--- src/rtl/iq_fetch_sequencer_pkg.sv ---
// Shared types and constants for the fetch/align/instruction-queue sequencer.
package iq_ctrl_pkg;
   localparam int ISSUE_WIDTH_DEF = 4;
   localparam int BUFFER_SIZE_DEF = 10;
   localparam int FETCH_MAX_DEF   = 4;
   localparam int PC_W_DEF        = 32;
   localparam int INSN_BYTES      = 4;
   localparam logic [31:0] NOP_INSN = 32'h0000_0013;
   localparam logic [7:0]  CUT_NONE = 8'hFF;

   typedef enum logic [2:0] {
      S_IDLE,
      S_REQ,
      S_WAIT,
      S_DRAIN,
      S_FLUSH
   } iq_state_e;
endpackage

--- src/rtl/iq_fetch_sequencer_if.sv ---
// Fetch, queue and issue handshake bundle for iq_fetch_sequencer.
interface iq_fetch_sequencer_if #(parameter int PC_W = 32);
   logic            i_redirect_valid;
   logic [PC_W-1:0] i_redirect_pc;
   logic            o_fetch_req;
   logic [PC_W-1:0] o_fetch_pc;
   logic            i_fetch_ack;
   logic            i_fetch_valid;
   logic [7:0]      i_cut_pos;
   logic            o_queue_push;
   logic [7:0]      o_queue_cut;
   logic            o_queue_flush;
   logic            i_issue_ready;
   logic            o_issue_valid;
   logic [7:0]      o_count;
   logic            o_err;

   modport master (
      input  i_redirect_valid, i_redirect_pc, i_fetch_ack, i_fetch_valid, i_cut_pos, i_issue_ready,
      output o_fetch_req, o_fetch_pc, o_queue_push, o_queue_cut, o_queue_flush, o_issue_valid,
             o_count, o_err
   );

   modport slave (
      output i_redirect_valid, i_redirect_pc, i_fetch_ack, i_fetch_valid, i_cut_pos, i_issue_ready,
      input  o_fetch_req, o_fetch_pc, o_queue_push, o_queue_cut, o_queue_flush, o_issue_valid,
             o_count, o_err
   );
endinterface

--- src/rtl/iq_fetch_sequencer_credit_counter.sv ---
// Queue occupancy tracker: push/pop/flush arithmetic and room checks.
module iq_credit_counter #(
   parameter int ISSUE_WIDTH = 4,
   parameter int BUFFER_SIZE = 10,
   parameter int FETCH_MAX   = 4
) (
   input  logic       clk,
   input  logic       rst,
   input  logic       flush,
   input  logic       push,
   input  logic [7:0] push_amt,
   input  logic       pop_req,
   output logic       pop,
   output logic [7:0] count,
   output logic       room_now,
   output logic       room_next
);
   localparam logic [7:0] IW8   = 8'(ISSUE_WIDTH);
   localparam logic [7:0] LIMIT = 8'(BUFFER_SIZE - FETCH_MAX);

   logic [7:0] count_q, count_d, pop_amt;

   always_comb begin
      pop     = pop_req && (count_q != 8'd0);
      pop_amt = (count_q < IW8) ? count_q : IW8;
      count_d = count_q;
      if (flush) begin
         count_d = 8'd0;
      end else begin
         if (push) count_d = count_d + push_amt;
         if (pop)  count_d = count_d - pop_amt;
      end
      room_now  = count_q <= LIMIT;
      room_next = count_d <= LIMIT;
   end

   always_ff @(posedge clk or posedge rst) begin
      if (rst) count_q <= 8'd0;
      else     count_q <= count_d;
   end

   assign count = count_q;

   a_count_bound: assert property (@(posedge clk) disable iff (rst) count_q <= 8'(BUFFER_SIZE));
endmodule

--- src/rtl/iq_fetch_sequencer.sv ---
// Fetch/align/instruction-queue sequencer. Optional perf counters: IQ_FETCH_PERF_EN.
module iq_fetch_sequencer
   import iq_ctrl_pkg::*;
#(
   parameter int              ISSUE_WIDTH = ISSUE_WIDTH_DEF,
   parameter int              BUFFER_SIZE = BUFFER_SIZE_DEF,
   parameter int              FETCH_MAX   = FETCH_MAX_DEF,
   parameter int              PC_W        = PC_W_DEF,
   parameter logic [PC_W-1:0] RESET_PC    = '0
) (
   input logic clk,
   input logic rst,
   iq_fetch_sequencer_if.master bus
`ifdef IQ_FETCH_PERF_EN
   ,
   output logic [31:0] o_perf_fetches,
   output logic [31:0] o_perf_room_stalls,
   output logic [31:0] o_perf_redirects
`endif
);
   localparam logic [7:0]      FMAX8     = 8'(FETCH_MAX);
   localparam logic [PC_W-1:0] FULL_STEP = PC_W'(FETCH_MAX * INSN_BYTES);

   iq_state_e       state_q, state_d;
   logic [PC_W-1:0] pc_q, pc_d, pc_step;
   logic            pend_q, pend_d, err_q, err_d;
   logic            redirect, cut_none, cut_oor, push, in_flight;
   logic [7:0]      cut_c, count;
   logic            room_now, room_next, pop;

   always_comb begin
      redirect = bus.i_redirect_valid;
      cut_none = bus.i_cut_pos == CUT_NONE;
      cut_oor  = !cut_none && (bus.i_cut_pos >= FMAX8);
      cut_c    = cut_oor ? FMAX8 - 8'd1 : bus.i_cut_pos;
      push     = (state_q == S_WAIT) && bus.i_fetch_valid && !redirect && !cut_none;
      pc_step  = cut_none ? FULL_STEP : PC_W'((32'(cut_c) + 32'd1) * 32'(INSN_BYTES));
   end

   iq_credit_counter #(
      .ISSUE_WIDTH(ISSUE_WIDTH), .BUFFER_SIZE(BUFFER_SIZE), .FETCH_MAX(FETCH_MAX)
   ) u_credit (
      .clk, .rst,
      .flush    (redirect),
      .push     (push),
      .push_amt (cut_c + 8'd1),
      .pop_req  (bus.i_issue_ready && !redirect),
      .pop      (pop),
      .count    (count),
      .room_now (room_now),
      .room_next(room_next)
   );

   always_comb begin
      state_d   = state_q;
      pc_d      = pc_q;
      pend_d    = pend_q;
      err_d     = err_q | (push && cut_oor);
      // A response is still owed if this cycle's ack landed or an earlier one is unreturned.
      in_flight = ((state_q == S_REQ) && bus.i_fetch_ack) || (pend_q && !bus.i_fetch_valid);
      if (redirect) begin
         pc_d    = bus.i_redirect_pc;
         pend_d  = in_flight;
         state_d = (state_q == S_DRAIN) ? (in_flight ? S_DRAIN : S_IDLE) : S_FLUSH;
      end else begin
         unique case (state_q)
            S_IDLE: if (room_now) state_d = S_REQ;
            S_REQ: if (bus.i_fetch_ack) begin
               state_d = S_WAIT;
               pend_d  = 1'b1;
            end
            // Room is judged on the post-push count: the next group is not yet counted.
            S_WAIT: if (bus.i_fetch_valid) begin
               pend_d  = 1'b0;
               pc_d    = pc_q + pc_step;
               state_d = room_next ? S_REQ : S_IDLE;
            end
            S_FLUSH: begin
               state_d = (pend_q && !bus.i_fetch_valid) ? S_DRAIN : S_IDLE;
               if (bus.i_fetch_valid) pend_d = 1'b0;
            end
            S_DRAIN: if (bus.i_fetch_valid) begin
               pend_d  = 1'b0;
               state_d = S_IDLE;
            end
            default: state_d = S_IDLE;
         endcase
      end
   end

   always_ff @(posedge clk or posedge rst) begin
      if (rst) begin
         state_q <= S_IDLE;
         pc_q    <= RESET_PC;
         pend_q  <= 1'b0;
         err_q   <= 1'b0;
      end else begin
         state_q <= state_d;
         pc_q    <= pc_d;
         pend_q  <= pend_d;
         err_q   <= err_d;
      end
   end

   assign bus.o_fetch_req   = state_q == S_REQ;
   assign bus.o_fetch_pc    = pc_q;
   assign bus.o_queue_flush = state_q == S_FLUSH;
   assign bus.o_queue_push  = push;
   assign bus.o_queue_cut   = push ? cut_c : 8'd0;
   assign bus.o_issue_valid = pop;
   assign bus.o_count       = count;
   assign bus.o_err         = err_q;

`ifdef IQ_FETCH_PERF_EN
   logic [31:0] pf_fetch_q, pf_fetch_d, pf_stall_q, pf_stall_d, pf_redir_q, pf_redir_d;

   always_comb begin
      pf_fetch_d = pf_fetch_q;
      pf_stall_d = pf_stall_q;
      pf_redir_d = pf_redir_q;
      if ((state_q == S_REQ) && bus.i_fetch_ack && (pf_fetch_q != '1)) pf_fetch_d = pf_fetch_q + 32'd1;
      if ((state_q == S_IDLE) && !room_now && (pf_stall_q != '1))       pf_stall_d = pf_stall_q + 32'd1;
      if (redirect && (pf_redir_q != '1))                                pf_redir_d = pf_redir_q + 32'd1;
   end

   always_ff @(posedge clk or posedge rst) begin
      if (rst) begin
         pf_fetch_q <= '0;
         pf_stall_q <= '0;
         pf_redir_q <= '0;
      end else begin
         pf_fetch_q <= pf_fetch_d;
         pf_stall_q <= pf_stall_d;
         pf_redir_q <= pf_redir_d;
      end
   end

   assign o_perf_fetches     = pf_fetch_q;
   assign o_perf_room_stalls = pf_stall_q;
   assign o_perf_redirects   = pf_redir_q;
`endif
endmodule
--- src/flat_wrapper.sv ---
// flat-port wrapper written by rule: the top's interface ports become plain ports
module iq_fetch_sequencer_flat import iq_ctrl_pkg::*;
#(
   parameter int              ISSUE_WIDTH = ISSUE_WIDTH_DEF,
   parameter int              BUFFER_SIZE = BUFFER_SIZE_DEF,
   parameter int              FETCH_MAX   = FETCH_MAX_DEF,
   parameter int              PC_W        = PC_W_DEF,
   parameter logic [PC_W-1:0] RESET_PC    = '0
)
  (clk, rst, bus_i_redirect_valid, bus_i_redirect_pc, bus_i_fetch_ack, bus_i_fetch_valid, bus_i_cut_pos, bus_i_issue_ready, bus_o_fetch_req, bus_o_fetch_pc, bus_o_queue_push, bus_o_queue_cut, bus_o_queue_flush, bus_o_issue_valid, bus_o_count, bus_o_err);
  iq_fetch_sequencer_if #(.PC_W(PC_W)) bus_i ();
  input logic clk;
  input logic rst;
  input wire logic [$bits(bus_i.i_redirect_valid)-1:0] bus_i_redirect_valid;
  input wire logic [$bits(bus_i.i_redirect_pc)-1:0] bus_i_redirect_pc;
  input wire logic [$bits(bus_i.i_fetch_ack)-1:0] bus_i_fetch_ack;
  input wire logic [$bits(bus_i.i_fetch_valid)-1:0] bus_i_fetch_valid;
  input wire logic [$bits(bus_i.i_cut_pos)-1:0] bus_i_cut_pos;
  input wire logic [$bits(bus_i.i_issue_ready)-1:0] bus_i_issue_ready;
  output wire logic [$bits(bus_i.o_fetch_req)-1:0] bus_o_fetch_req;
  output wire logic [$bits(bus_i.o_fetch_pc)-1:0] bus_o_fetch_pc;
  output wire logic [$bits(bus_i.o_queue_push)-1:0] bus_o_queue_push;
  output wire logic [$bits(bus_i.o_queue_cut)-1:0] bus_o_queue_cut;
  output wire logic [$bits(bus_i.o_queue_flush)-1:0] bus_o_queue_flush;
  output wire logic [$bits(bus_i.o_issue_valid)-1:0] bus_o_issue_valid;
  output wire logic [$bits(bus_i.o_count)-1:0] bus_o_count;
  output wire logic [$bits(bus_i.o_err)-1:0] bus_o_err;
  assign bus_i.i_redirect_valid = bus_i_redirect_valid;
  assign bus_i.i_redirect_pc = bus_i_redirect_pc;
  assign bus_i.i_fetch_ack = bus_i_fetch_ack;
  assign bus_i.i_fetch_valid = bus_i_fetch_valid;
  assign bus_i.i_cut_pos = bus_i_cut_pos;
  assign bus_i.i_issue_ready = bus_i_issue_ready;
  assign bus_o_fetch_req = bus_i.o_fetch_req;
  assign bus_o_fetch_pc = bus_i.o_fetch_pc;
  assign bus_o_queue_push = bus_i.o_queue_push;
  assign bus_o_queue_cut = bus_i.o_queue_cut;
  assign bus_o_queue_flush = bus_i.o_queue_flush;
  assign bus_o_issue_valid = bus_i.o_issue_valid;
  assign bus_o_count = bus_i.o_count;
  assign bus_o_err = bus_i.o_err;
  iq_fetch_sequencer #(.ISSUE_WIDTH(ISSUE_WIDTH), .BUFFER_SIZE(BUFFER_SIZE), .FETCH_MAX(FETCH_MAX), .PC_W(PC_W), .RESET_PC(RESET_PC)) u_core (.clk(clk), .rst(rst), .bus(bus_i));
endmodule
--- config.mk ---
export PLATFORM = sky130hd
export DESIGN_NAME = iq_fetch_sequencer_flat
export DESIGN_NICKNAME = d
export VERILOG_FILES = /design/src/rtl/iq_fetch_sequencer_pkg.sv /design/src/rtl/iq_fetch_sequencer_if.sv /design/src/rtl/iq_fetch_sequencer_credit_counter.sv /design/src/rtl/iq_fetch_sequencer.sv /design/src/flat_wrapper.sv
export SDC_FILE = /design/constraint.sdc
export NUM_CORES = 1
export LEC_CHECK = 0
export ABC_CLOCK_PERIOD_IN_PS = 3850
export CAP_MARGIN = 0
export CORE_MARGIN = 5
export CORE_UTILIZATION = 49
export CTS_CLUSTER_SIZE = 25
export DETAILED_ROUTE_END_ITERATION = 16
export PLACE_DENSITY_LB_ADDON = 0.15
export SLEW_MARGIN = 15
export SYNTH_ARGS = -nofsm -noshare
export SYNTH_HDL_FRONTEND = slang
export SYNTH_SLANG_ARGS = --single-unit
--- constraint.sdc ---
create_clock -name clk -period 3.85 [get_ports clk]
set_input_delay 0.385 -clock clk [delete_from_list [all_inputs] [get_ports clk]]
set_output_delay 0.385 -clock clk [all_outputs]
set_load 0.1 [all_outputs]
After elaboration in Yosys (flattened, before gate mapping)

Cells that the tools add are included.

Register bits after elaboration: 45
Input port bits: 46
Output and inout port bits: 53

$add $sub $neg: 5
Order comparisons: 4
Equality and inequality tests: 10
Muxes and demuxes: 25
Bitwise gates (word level): 1
Reduce and logical (&&, ||, !) cells: 22

Operators with widths:

| kind                                                           | count |
|---|---|
| two-way mux 32 bit                                             | 4 |
| two-way mux 8 bit                                              | 7 |
| adder 32 bit                                                   | 1 |
| two-way mux 3 bit                                              | 6 |
| less-or-equal comparator 8 x 3 -> 1 bit, second input constant | 2 |
| one-hot mux 3 bit (5 select lines)                             | 1 |
| adder 8 x 1 -> 9 bit, second input constant                    | 1 |
| logical AND 1 bit                                              | 9 |
| != test 3 bit, second input constant                           | 3 |
| adder 8 x 1 -> 8 bit, second input constant                    | 1 |
| adder 8 bit                                                    | 1 |
| == test 8 bit, second input constant                           | 1 |
| >= comparator 8 x 3 -> 1 bit, second input constant            | 1 |
| less-than comparator 8 x 3 -> 1 bit, second input constant     | 1 |
| nonzero test 8 bit                                             | 1 |
| subtractor 8 bit                                               | 1 |
| == test 3 x 2 -> 1 bit, second input constant                  | 2 |
| two-way mux 1 bit                                              | 4 |
| two-way mux 2 bit                                              | 2 |
| AND reduction 4 bit                                            | 1 |
| nonzero test 2 bit                                             | 2 |
| == test 3 x 1 -> 1 bit, second input constant                  | 1 |
| == test 3 bit, second input constant                           | 1 |
| logical NOT 1 bit                                              | 3 |
| 10 further kinds                                               | 10 |

Depth between registers and ports, before layout

Gate-level depths: netlist of the first run.

Depth in word-level cells: 16
Mapped depth: 18
Mapped depth without buffers: 18

Modules after synthesis

From an unflattened synthesis of the first run, not the netlist that was laid out.

Cells, all modules: 405
Area, all modules: 3644.7 sq um

By module, submodules not included:

| module             | instances | cells an instance | area each (sq um) | sequential area each (sq um) |
|---|---|---|---|---|
| iq_fetch_sequencer | 1         | 285               | 2577.5            | 925.9 |
| iq_credit_counter  | 1         | 120               | 1067.3            | 200.2 |

Least setup slack after synthesis of the first run

No wires, ideal clock.

Path kind: register to register
Start: reg u_core.u_credit.count_q[0], in the netlist u_core.u_credit.count[0]
End: reg u_core.state_q[0]
Library setup time: 0.103 ns
Arrival: 3.730 ns
Slack: 0.016 ns
Stages on the path, launching flop included: 13
Path buffers: 0
Period minus slack after synthesis: 3.834 ns
Cells stage by stage: dfrtp_1 -> inv_1 -> ha_1 -> inv_1 -> fa_1 -> mux2_2 -> inv_1 -> fa_1 -> or2b_2 -> a32o_1 -> nor4bb_1 -> or4_1 -> o41ai_2

Cells in the longest elaborated chain, start to end: 11
Elaborated cells on any way between the ends: 18
Those cells by class: add/sub: 2; order compare: 3; eq/ne: 1; mux: 9; reduce/logical: 3

Ends and longest elaborated chain:

| item                                        | RTL line                                | source |
|---|---|---|
| start: declaration                          | iq_fetch_sequencer_credit_counter.sv:21 | `logic [7:0] count_q, count_d, pop_amt;` |
| start signal: assignment                    | iq_fetch_sequencer_credit_counter.sv:39 | `else count_q <= count_d;` |
| adder 8 bit                                 | iq_fetch_sequencer_credit_counter.sv:30 | `if (push) count_d = count_d + push_amt;` |
| two-way mux 8 bit                           | iq_fetch_sequencer_credit_counter.sv:30 |  |
| two-way mux 8 bit                           | iq_fetch_sequencer_credit_counter.sv:27 | `if (flush) begin` |
| subtractor 8 bit                            | iq_fetch_sequencer_credit_counter.sv:31 | `if (pop) count_d = count_d - pop_amt;` |
| two-way mux 8 bit (*)                       | iq_fetch_sequencer_credit_counter.sv:31 |  |
| two-way mux 8 bit (*)                       | iq_fetch_sequencer_credit_counter.sv:27 |  |
| named net u_core.u_credit.count_d[2]        | iq_fetch_sequencer_credit_counter.sv:21 |  |
| less-or-equal comparator 8 x 3 -> 1 bit (*) | iq_fetch_sequencer_credit_counter.sv:34 | `room_next = count_d <= LIMIT;` |
| two-way mux 1 bit (*)                       | iq_fetch_sequencer.sv:76                | `state_d = room_next ? S_REQ : S_IDLE;` |
| two-way mux 3 bit (*)                       | iq_fetch_sequencer.sv:73                | `S_WAIT: if (bus.i_fetch_valid) begin` |
| one-hot mux 3 bit (5 select lines) (*)      | iq_fetch_sequencer.sv:66                | `unique case (state_q)` |
| two-way mux 3 bit (*)                       | iq_fetch_sequencer.sv:61                | `if (redirect) begin` |
| end signal: assignment                      | iq_fetch_sequencer.sv:98                | `state_q <= state_d;` |
| end: declaration                            | iq_fetch_sequencer.sv:24                | `iq_state_e state_q, state_d;` |

Mark *: on every way through the listed nets, which the timed path passes. The rest lies on a longest branch. The select of a mux whose other input is x is not followed.
A chain may end at the register's enable or synchronous reset.

Worst setup path after layout of the first run

Start: in bus_i_cut_pos[3]
End: reg u_core.state_q[0]

Cells in the longest elaborated chain, start to end: 16
Elaborated cells on any way between the ends: 18
Those cells by class: add/sub: 3; order compare: 2; eq/ne: 1; mux: 9; reduce/logical: 3

Ends and longest elaborated chain:

| item                                                                 | RTL line                                | source |
|---|---|---|
| start: declaration                                                   | flat_wrapper.sv:18                      | `input wire logic [$bits(bus_i.i_cut_pos)-1:0] bus_i_cut_pos;` |
| branches (longest 6 deep; another with >= comparator 8 x 3 -> 1 bit) | --                                      |  |
| two-way mux 8 bit (*)                                                | iq_fetch_sequencer_credit_counter.sv:30 |  |
| two-way mux 8 bit (*)                                                | iq_fetch_sequencer_credit_counter.sv:27 |  |
| subtractor 8 bit                                                     | iq_fetch_sequencer_credit_counter.sv:31 |  |
| two-way mux 8 bit (*)                                                | iq_fetch_sequencer_credit_counter.sv:31 |  |
| two-way mux 8 bit (*)                                                | iq_fetch_sequencer_credit_counter.sv:27 |  |
| less-or-equal comparator 8 x 3 -> 1 bit (*)                          | iq_fetch_sequencer_credit_counter.sv:34 |  |
| two-way mux 1 bit (*)                                                | iq_fetch_sequencer.sv:76                |  |
| two-way mux 3 bit (*)                                                | iq_fetch_sequencer.sv:73                |  |
| one-hot mux 3 bit (5 select lines) (*)                               | iq_fetch_sequencer.sv:66                |  |
| two-way mux 3 bit (*)                                                | iq_fetch_sequencer.sv:61                |  |

Mark *: on every way between the ends. The select of a mux whose other input is x is not followed.

==> summary.md, run 1 <==
| Metric | Value |
|---|---|
| Number of enable flip-flop cells after synthesis | `0` |
| Maximum number of pins on one net before global-route repair | `62` |
| Commonest non-fill, non-tap cells in the layout | `80 x clkdlybuf4s50_1, 52 x buf_4, 45 x dfrtp_1` |
| Number of DRC violations after detailed routing | `0` |
| Sequential fraction of the synthesis area | `between 30% and 40%` |
| Initial core utilization | `~50%` |
| Post-synthesis share of cell area spent on xor and xnor gates | `between 6 and 7%` |
| Number of filler cells placed in the layout | `580` |
| Crit path required time | `between 4 and 5 ns` |
| Final hold slack | `0.4629 ns` |
| Count of buffers from port buffering | `92` |
| TritonCTS clock tree | `built` |
| Final core occ | `71.80%` |
| Clock sink count | `45` |
| Element type at the critical path start | `input port` |
| Remaining number of nets flagged by the antenna check after routing | `0` |
| Sequential Power Share | `between 20% and 30%` |
| H-tree Lvls | `2` |
| Switch share | `about half` |
| Half-perimeter wire length of the detailed placement result | `between 7000 and 8000 µm` |
| Proportion of power drawn by combinational gates | `around 67%` |
| Critical Path Sink Type | `flip-flop` |
| Maximum resistive drop on vdd | `273.6 µV` |
| Total detailed-routing wirelength | `10,170 µm` |
| Routed met2 length | `slightly above 5000 µm` |
| Distinct cell type count after synthesis | `65` |
| Mapped Cells | `roughly 420` |
| Antenna diodes | `0` |
| Placer congestion estimate | `roughly 0.93` |
| Main flop type after synthesis | `dfrtp_1` |
| Register clock-pin slew on the reported worst setup and hold paths | `approximately 0.090 ns` |
| Total I/O pin count | `between 90 and 100` |
| Total congestion overflow | `0` |
| Worst-skew pair later-pin latency | `approximately 0.30 ns` |
| Global-route wire length before repair | `~16,000 µm` |
| Die X-Extent | `95.76 µm` |
| Max Freq | `approximately 270 MHz` |
| Row cnt | `31` |
| WL per Instance | `around 15 µm` |
| Via density per instance | `5.487` |
| Proportion of layout cells with a drive suffix above 1 | `between 20% and 30%` |
| Relative contribution of the clock network to total power | `a little under an eighth` |
| Yosys warning total | `0` |
| Worst-path fanout max | `4` |
| Root buffer cell | `clkbuf_8` |
| Vias | `about 3,600` |
| Mux cell area share after synthesis | `3.438%` |
| Compound-cell area share of the yosys netlist | `20.31%` |
| Async set-or-reset flop fraction in the synthesized netlist | `100.0%` |
| CTS Buf Count | `5` |
| Fin crit period | `3.738 ns` |
| Setup skew after layout | `0.005362 ns` |
| Post-Route Setup TNS | `0 ns` |
| Count of non-filler cells in the finished layout | `around 660` |
| Main combinational cell family by area after synthesis | `simple AND/OR/NAND/NOR gates` |
| Maximum Capacitance Violations | `0` |
| Routed metal-1 wirelength | `around 4200 µm` |
| Total power draw | `between 3 and 4 mW` |
| Final number of max-transition violations | `0` |
| Max-slew headroom at the worst pin | `about a third` |
| Most frequent standard cell in the layout excluding fill and tap cells | `clkdlybuf4s50_1` |
| Area share of and/or/nand/nor cells after synthesis | `between 20% and 30%` |
| Die Outline Area | `roughly 9000 µm²` |
| Reported leakage power | `~2.3 nW` |
| Data arrival, critical path | `between 3 and 4 ns` |
| Final hold violation count | `0` |
| Register bit count reported by yosys | `45` |
| Power per cell area | `582.6 nW/µm²` |
| Number of iterations in the first detailed-routing pass | `4` |
| Net count reported at finish | `roughly 640` |
| Initial detailed-routing violation count | `about 120` |
| Cell type with the largest total area after synthesis | `dfrtp_1` |
| GR Util All Layers | `roughly 22%` |
| Fraction of synthesized cell area taken by the top area cell type | `between 30% and 40%` |
| Post-Place Cells | `640` |
| Highest metal layer with signal wires | `met4` |
| Critical path class | `in -> reg` |
| Vias in the first global route | `about 3,600` |
| Top area cells in the synthesized netlist | `dfrtp_1 31%, ha_1 9.0%, o21ai_0 4.9%, xor2_1 4.4%, nand2_1 4.3%` |
| Cell Area, Synth | `3603 µm²` |
| Initial antenna violation count | `0` |
| Post-route fraction of the period consumed by the critical path | `between 90% and 100%` |
| Net switching power of the design | `between 1 and 1.5 mW` |
| Result of the run | `finished, final reports clean` |
| Placeable Area | `7214 µm²` |
| Average cell area after synthesis | `roughly 8.6 µm²` |
| Height of the die | `95.76 µm` |
| Routed wl met3 | `~670 µm` |
| Signed area change from the synthesized netlist to the final layout | `43.75%` |
| Kind of path behind the tightest hold check | `reg -> reg` |
| Final Setup Violations | `0` |
| Maximum clock insertion buffer count | `2` |
| Area share of fa/ha/maj cells after synthesis | `a little over a tenth` |
| Least-Margin Pin Slew | `1.008 ns` |
| Internal Dissipation | `1.540 mW` |
-- area by class of cell --
class                      count  area, µm²  area share [%]
clock buffer                   5      68.82           1.329
inverter                      20      80.08           1.546
tap                           99      123.9           2.391
clock inverter                 2      35.03          0.6763
multi-input combinational    346       2455           47.39
sequential                    45       1126           21.74
timing repair buffer         142       1291           24.93
-- power by group through the flow --
stage	registers (mW)	clock network (mW)	logic, mW
floorplan	1.08	0	0.769
global placement	0.635	0	1.63
detailed placement	0.636	0	1.67
CTS	0.627	0.370	1.83
global route	0.640	0.389	2.14
finish	0.629	0.357	2.03
-- kinds of logic after synthesis --
kind of cell    count (synthesis)
fa+ha+maj                      29
mux                            11
flops                          45
compound gates                111
simple gates                  154
buf+inv                        40
xor+xnor                       25
other cells                     2
-- metal layers --
metal	vias to the layer above	GRT usage [%]
met1	1711	28.08
met4	0	7.820
met2	110	37.93
li1	1779	-
met5	-	0
met3	16	5.238
-- sequential cells by signal, indices dropped and copies added, names as in the netlist --
signal,cells
u_core.bus.o_err,1
u_core.pend_q,1
u_core.state_q,3
u_core.bus.o_fetch_pc,32
u_core.u_credit.count,8
-- worst max-delay path, stage by stage --
cell	delay, ns
dlygate4sd2_1	0.25
nor4_2	0.23
nand2_2	0.13
or2_4	0.27
buf_4	0.14
fa_2	0.38
xor2_1	0.16
mux2_4	0.29
ha_4	0.30
buf_6	0.10
nand2b_4	0.06
a21oi_4	0.13
xor2_1	0.09
mux2_4	0.28
or4_4	0.42
o41ai_2	0.33
-- cells in the mapped netlist (2+ instances only) --
library cell  number
dfrtp_1           45
nand2_1           41
nor2_1            38
o21ai_0           35
ha_1              26
a21oi_1           20
inv_1             19
xor2_1            18
nand3_1           12
clkbuf_1           9
nand4_1            9
a31oi_1            8
o31ai_1            8
mux2_2             7
nor3_1             7
o21a_1             7
xnor2_1            7
and3_1             6
buf_4              6
o211ai_1           6
nor2b_1            5
or3_1              5
a21o_1             4
nand2b_1           4
or2_2              4
a211oi_1           3
and2_1             3
and4_1             3
buf_6              3
fa_1               3
mux2i_1            3
nor4_1             3
or4_1              3
a2bb2oi_1          2
conb_1             2
o311ai_0           2
o31a_1             2
or2b_2             2
-- through the flow --
step / instance area (µm²) / setup WS (ns)
4_1_cts: 5064 / 0.009210
3_5_place_dp: 4841 / -0.5555
5_1_grt: 5180 / -0.02159
3_3_place_gp: 4841 / -0.3881
6_report: 5180 / 0.1120
2_1_floorplan: 3656 / 0.01601
-- repair_timing --
action	4_1_cts	5_1_grt
hold buffers	0	0
buffers inserted	8	5
pin swaps	13	20
setup endpoints to repair	3	12
endpoints found under the hold margin	0	0
gates resized for setup	20	24
cloned	0	0
-- path summary, 6_finish.rpt --
path	start	to	slack, ns	cells past startpoint
min in group asynchronous	rst	u_core.bus.o_fetch_pc[29]$_DFFE_PP0P_	0.62	2
hold / removal	u_core.bus.o_err$_DFF_PP0_	u_core.bus.o_err$_DFF_PP0_	0.46	1
max in group asynchronous	rst	u_core.bus.o_err$_DFF_PP0_	2.61	2
setup reg to reg	u_core.u_credit.count[6]$_DFF_PP0_	u_core.state_q[0]$_DFFE_PP0P_	0.18	11
setup / recovery	bus_i_cut_pos[3]	u_core.state_q[0]$_DFFE_PP0P_	0.11	16
hold reg to reg	u_core.bus.o_err$_DFF_PP0_	u_core.bus.o_err$_DFF_PP0_	0.46	1
Note: power is estimated with default switching activity, not from simulation.
==> run 2: changes to the inputs <==
--- a/config.mk
+++ b/config.mk
@@ -11,7 +11,8 @@
 export CORE_UTILIZATION = 49
 export CTS_CLUSTER_SIZE = 25
 export DETAILED_ROUTE_END_ITERATION = 16
-export PLACE_DENSITY_LB_ADDON = 0.15
+export GPL_ROUTABILITY_DRIVEN = 0
+export PLACE_DENSITY_LB_ADDON = 0.12
 export SLEW_MARGIN = 15
 export SYNTH_ARGS = -nofsm -noshare
 export SYNTH_HDL_FRONTEND = slang
==> summary.md, run 2 (synthesis results as in run 1) <==
| Metric | Value |
|---|---|
| Capture point of the worst reg-to-reg path | `u_core.state_q[0]$_DFFE_PP0P_ (unchanged)` |
| Initial detailed-routing violation count | `147 (was 116)` |
| Maximum resistive drop on vdd | `277.7 µV (was 273.6 µV)` |
| Crit path required time | `4.06 ns (about the same)` |
| Worst-skew pair later-pin latency | `0.30 ns (about the same)` |
| Register clock-pin slew on the reported worst setup and hold paths | `0.09 ns (about the same)` |
| Height of the die | `95.76 µm (unchanged)` |
| Total detailed-routing wirelength | `9980 µm (was 10,170 µm)` |
| Element type at the critical path start | `input port (unchanged)` |
| Initial antenna violation count | `0 (unchanged)` |
| Placed cell areas | `4811 µm² (was 4841 µm²)` |
| Remaining number of nets flagged by the antenna check after routing | `0 (unchanged)` |
| Number of DRC violations after detailed routing | `0 (unchanged)` |
| Net count reported at finish | `626 (was 635)` |
| Worst-path fanout max | `3 (was 4)` |
| Placeable Area | `7214 µm² (unchanged)` |
| Sequential cell area | `1126 µm² (unchanged)` |
| Vias in the first global route | `3,549 (was 3,553)` |
| Number of filler cells placed in the layout | `585 (was 580)` |
| Half-perimeter wire length of the detailed placement result | `7430 µm (was 7390 µm)` |
| Initial core utilization | `49.95% (unchanged)` |
| Via density per instance | `5.476 (was 5.487)` |
| Most frequent standard cell in the layout excluding fill and tap cells | `clkdlybuf4s50_1 (unchanged)` |
| Final Setup Violations | `0 (unchanged)` |
| Capturing instance or port of the critical path | `u_core.state_q[0]$_DFFE_PP0P_ (unchanged)` |
| Critical Path Sink Type | `flip-flop (unchanged)` |
| Vias | `3,565 (was 3,616)` |
| Global-route wire length before repair | `16,160 µm (was 16,350 µm)` |
| H-tree Lvls | `2 (unchanged)` |
| Post-route fraction of the period consumed by the critical path | `99.79% (was 97.09%)` |
| Row cnt | `31 (unchanged)` |
| Setup crit start | `bus_i_cut_pos[5] (was bus_i_cut_pos[3])` |
| Fin crit period | `3.842 ns (was 3.738 ns)` |
| Finished Cell Area | `5070 µm² (was 5180 µm²)` |
| Start of the worst register-to-register path | `u_core.u_credit.count[6]$_DFF_PP0_ (unchanged)` |
| Count of hold-fix buffers inserted at cts | `0 (unchanged)` |
| TritonCTS clock tree | `built (unchanged)` |
| GR Util All Layers | `21.99% (was 22.45%)` |
| Commonest non-fill, non-tap cells in the layout | `81 x clkdlybuf4s50_1, 45 x buf_4, 45 x dfrtp_1 (was 80 x clkdlybuf4s50_1, 52 x buf_4, 45 x dfrtp_1)` |
| Max reg flops | `32 (unchanged)` |
| Root buffer cell | `clkbuf_8 (unchanged)` |
| Kind of path behind the tightest hold check | `reg -> reg (unchanged)` |
| Total I/O pin count | `99 (unchanged)` |
| Unrepaired setup endpoints after global routing | `yes` |
| Worst Reg2Reg Path Length in Cells | `11 (unchanged)` |
| Signed area change from the synthesized netlist to the final layout | `40.69% (was 43.75%)` |
| Count of buffers from port buffering | `92 (unchanged)` |
| Antenna diodes | `0 (unchanged)` |
| Reported leakage power | `2.229 nW (was 2.318 nW)` |
| Reg2reg setup slack | `0.30 ns (was 0.18 ns)` |
| Die X-Extent | `95.76 µm (unchanged)` |
| Maximum number of pins on one net before global-route repair | `62 (unchanged)` |
| Max Freq | `260.3 MHz (was 267.5 MHz)` |
| Critical path class | `in -> reg (unchanged)` |
| Final hold violation count | `0 (unchanged)` |
| Data arrival, critical path | `4.05 ns (was 3.95 ns)` |
| Final number of max-transition violations | `0 (unchanged)` |
| Number of iterations in the first detailed-routing pass | `5 (was 4)` |
| Maximum clock insertion buffer count | `2 (unchanged)` |
| Maximum Capacitance Violations | `0 (unchanged)` |
| Proportion of layout cells with a drive suffix above 1 | `17.57% (was 20.00%)` |
| WL per Instance | `15.33 µm (was 15.43 µm)` |
| Result of the run | `finished, final reports clean (unchanged)` |
| Post-Route Setup TNS | `0 ns (unchanged)` |
| Total congestion overflow | `0 (unchanged)` |
| Power per cell area | `557.3 nW/µm² (was 582.6 nW/µm²)` |
| Area used by multi-input combinational logic | `2435 µm² (was 2455 µm²)` |
| Max-slew headroom at the worst pin | `33.79% (was 32.57%)` |
| Least-Margin Pin Slew | `0.9900 ns (was 1.008 ns)` |
| Clock sink count | `45 (unchanged)` |
| Die Outline Area | `9169 µm² (unchanged)` |
| Setup skew after layout | `0.007183 ns (was 0.005362 ns)` |
| CTS Buf Count | `5 (unchanged)` |
[run 2: how the worst min path moves through the flow]
stage / cells after the start / to / slack (ns) / from
after floorplan: 2 / u_core.pend_q$_DFFE_PP0P_ / 0.45 / u_core.pend_q$_DFFE_PP0P_
after detailed placement: 1 / u_core.bus.o_err$_DFF_PP0_ / 0.45 / u_core.bus.o_err$_DFF_PP0_
after CTS: 1 / u_core.bus.o_err$_DFF_PP0_ / 0.48 / u_core.bus.o_err$_DFF_PP0_
after global placement: 1 / u_core.bus.o_err$_DFF_PP0_ / 0.44 / u_core.bus.o_err$_DFF_PP0_
after global routing: 1 / u_core.bus.o_err$_DFF_PP0_ / 0.49 / u_core.bus.o_err$_DFF_PP0_
final: 1 / u_core.bus.o_err$_DFF_PP0_ / 0.47 / u_core.bus.o_err$_DFF_PP0_
[run 2: power by group]
| part | switching, mW | internal [mW] |
|---|---|---|
| clock | 0.176 | 0.128 |
| sequential | 0.0970 | 0.543 |
| combinational | 1.17 | 0.714 |
| total | 1.44 | 1.38 |
[run 2: worst max-delay path, stage by stage]
cell and delay (ns):
dlygate4sd2_1 0.26, nor4_2 0.27, nand2_1 0.15, or2_4 0.27, ha_1 0.28, nand2b_1 0.10, nand2b_1 0.06, a21oi_1 0.19
xor2_1 0.25, o21ai_1 0.11, ha_1 0.34, o21a_1 0.14, o31a_1 0.19, o31a_1 0.21, buf_4 0.12, a21oi_1 0.03
a22o_2 0.27, or2_4 0.24, o41ai_2 0.19
[run 2: cell type report]
cell class                 instances  area share [%]
multi-input combinational        346           48.03
timing repair buffer             133           23.94
sequential                        45           22.21
tap                               99           2.443
inverter                          20           1.579
clock buffer                       5           1.357
clock inverter                     3          0.4442
[run 2: per-stage QoR]
step	power (mW)	hold WS (ns)	worst slack (ns)	instances	util, %
2_1_floorplan	1.850	0.4545	0.01601	431	-
3_3_place_gp	2.241	0.4441	-0.3837	636	66.68
3_5_place_dp	2.273	0.4541	-0.4689	636	66.68
4_1_cts	2.674	0.4751	0.04715	646	68.73
5_1_grt	2.981	0.4917	-0.1883	651	70.27
6_report	2.826	0.4721	0.008245	651	70.27
[run 2: layer usage]
metal / up-vias / wire length [µm] / track usage [%]
met5: - / 0 / 0
met4: 0 / 165 / 6.635
met3: 15 / 534 / 4.300
met2: 99 / 5043 / 38.39
met1: 1690 / 4237 / 27.41
li1: 1761 / - / -
[run 2: what timing repair did]
action	4_1_cts	5_1_grt
hold endpoints to repair	0	0
pin swaps	9	13
setup buffers	2	5
gates resized for setup	16	14
setup endpoints to repair	1	9
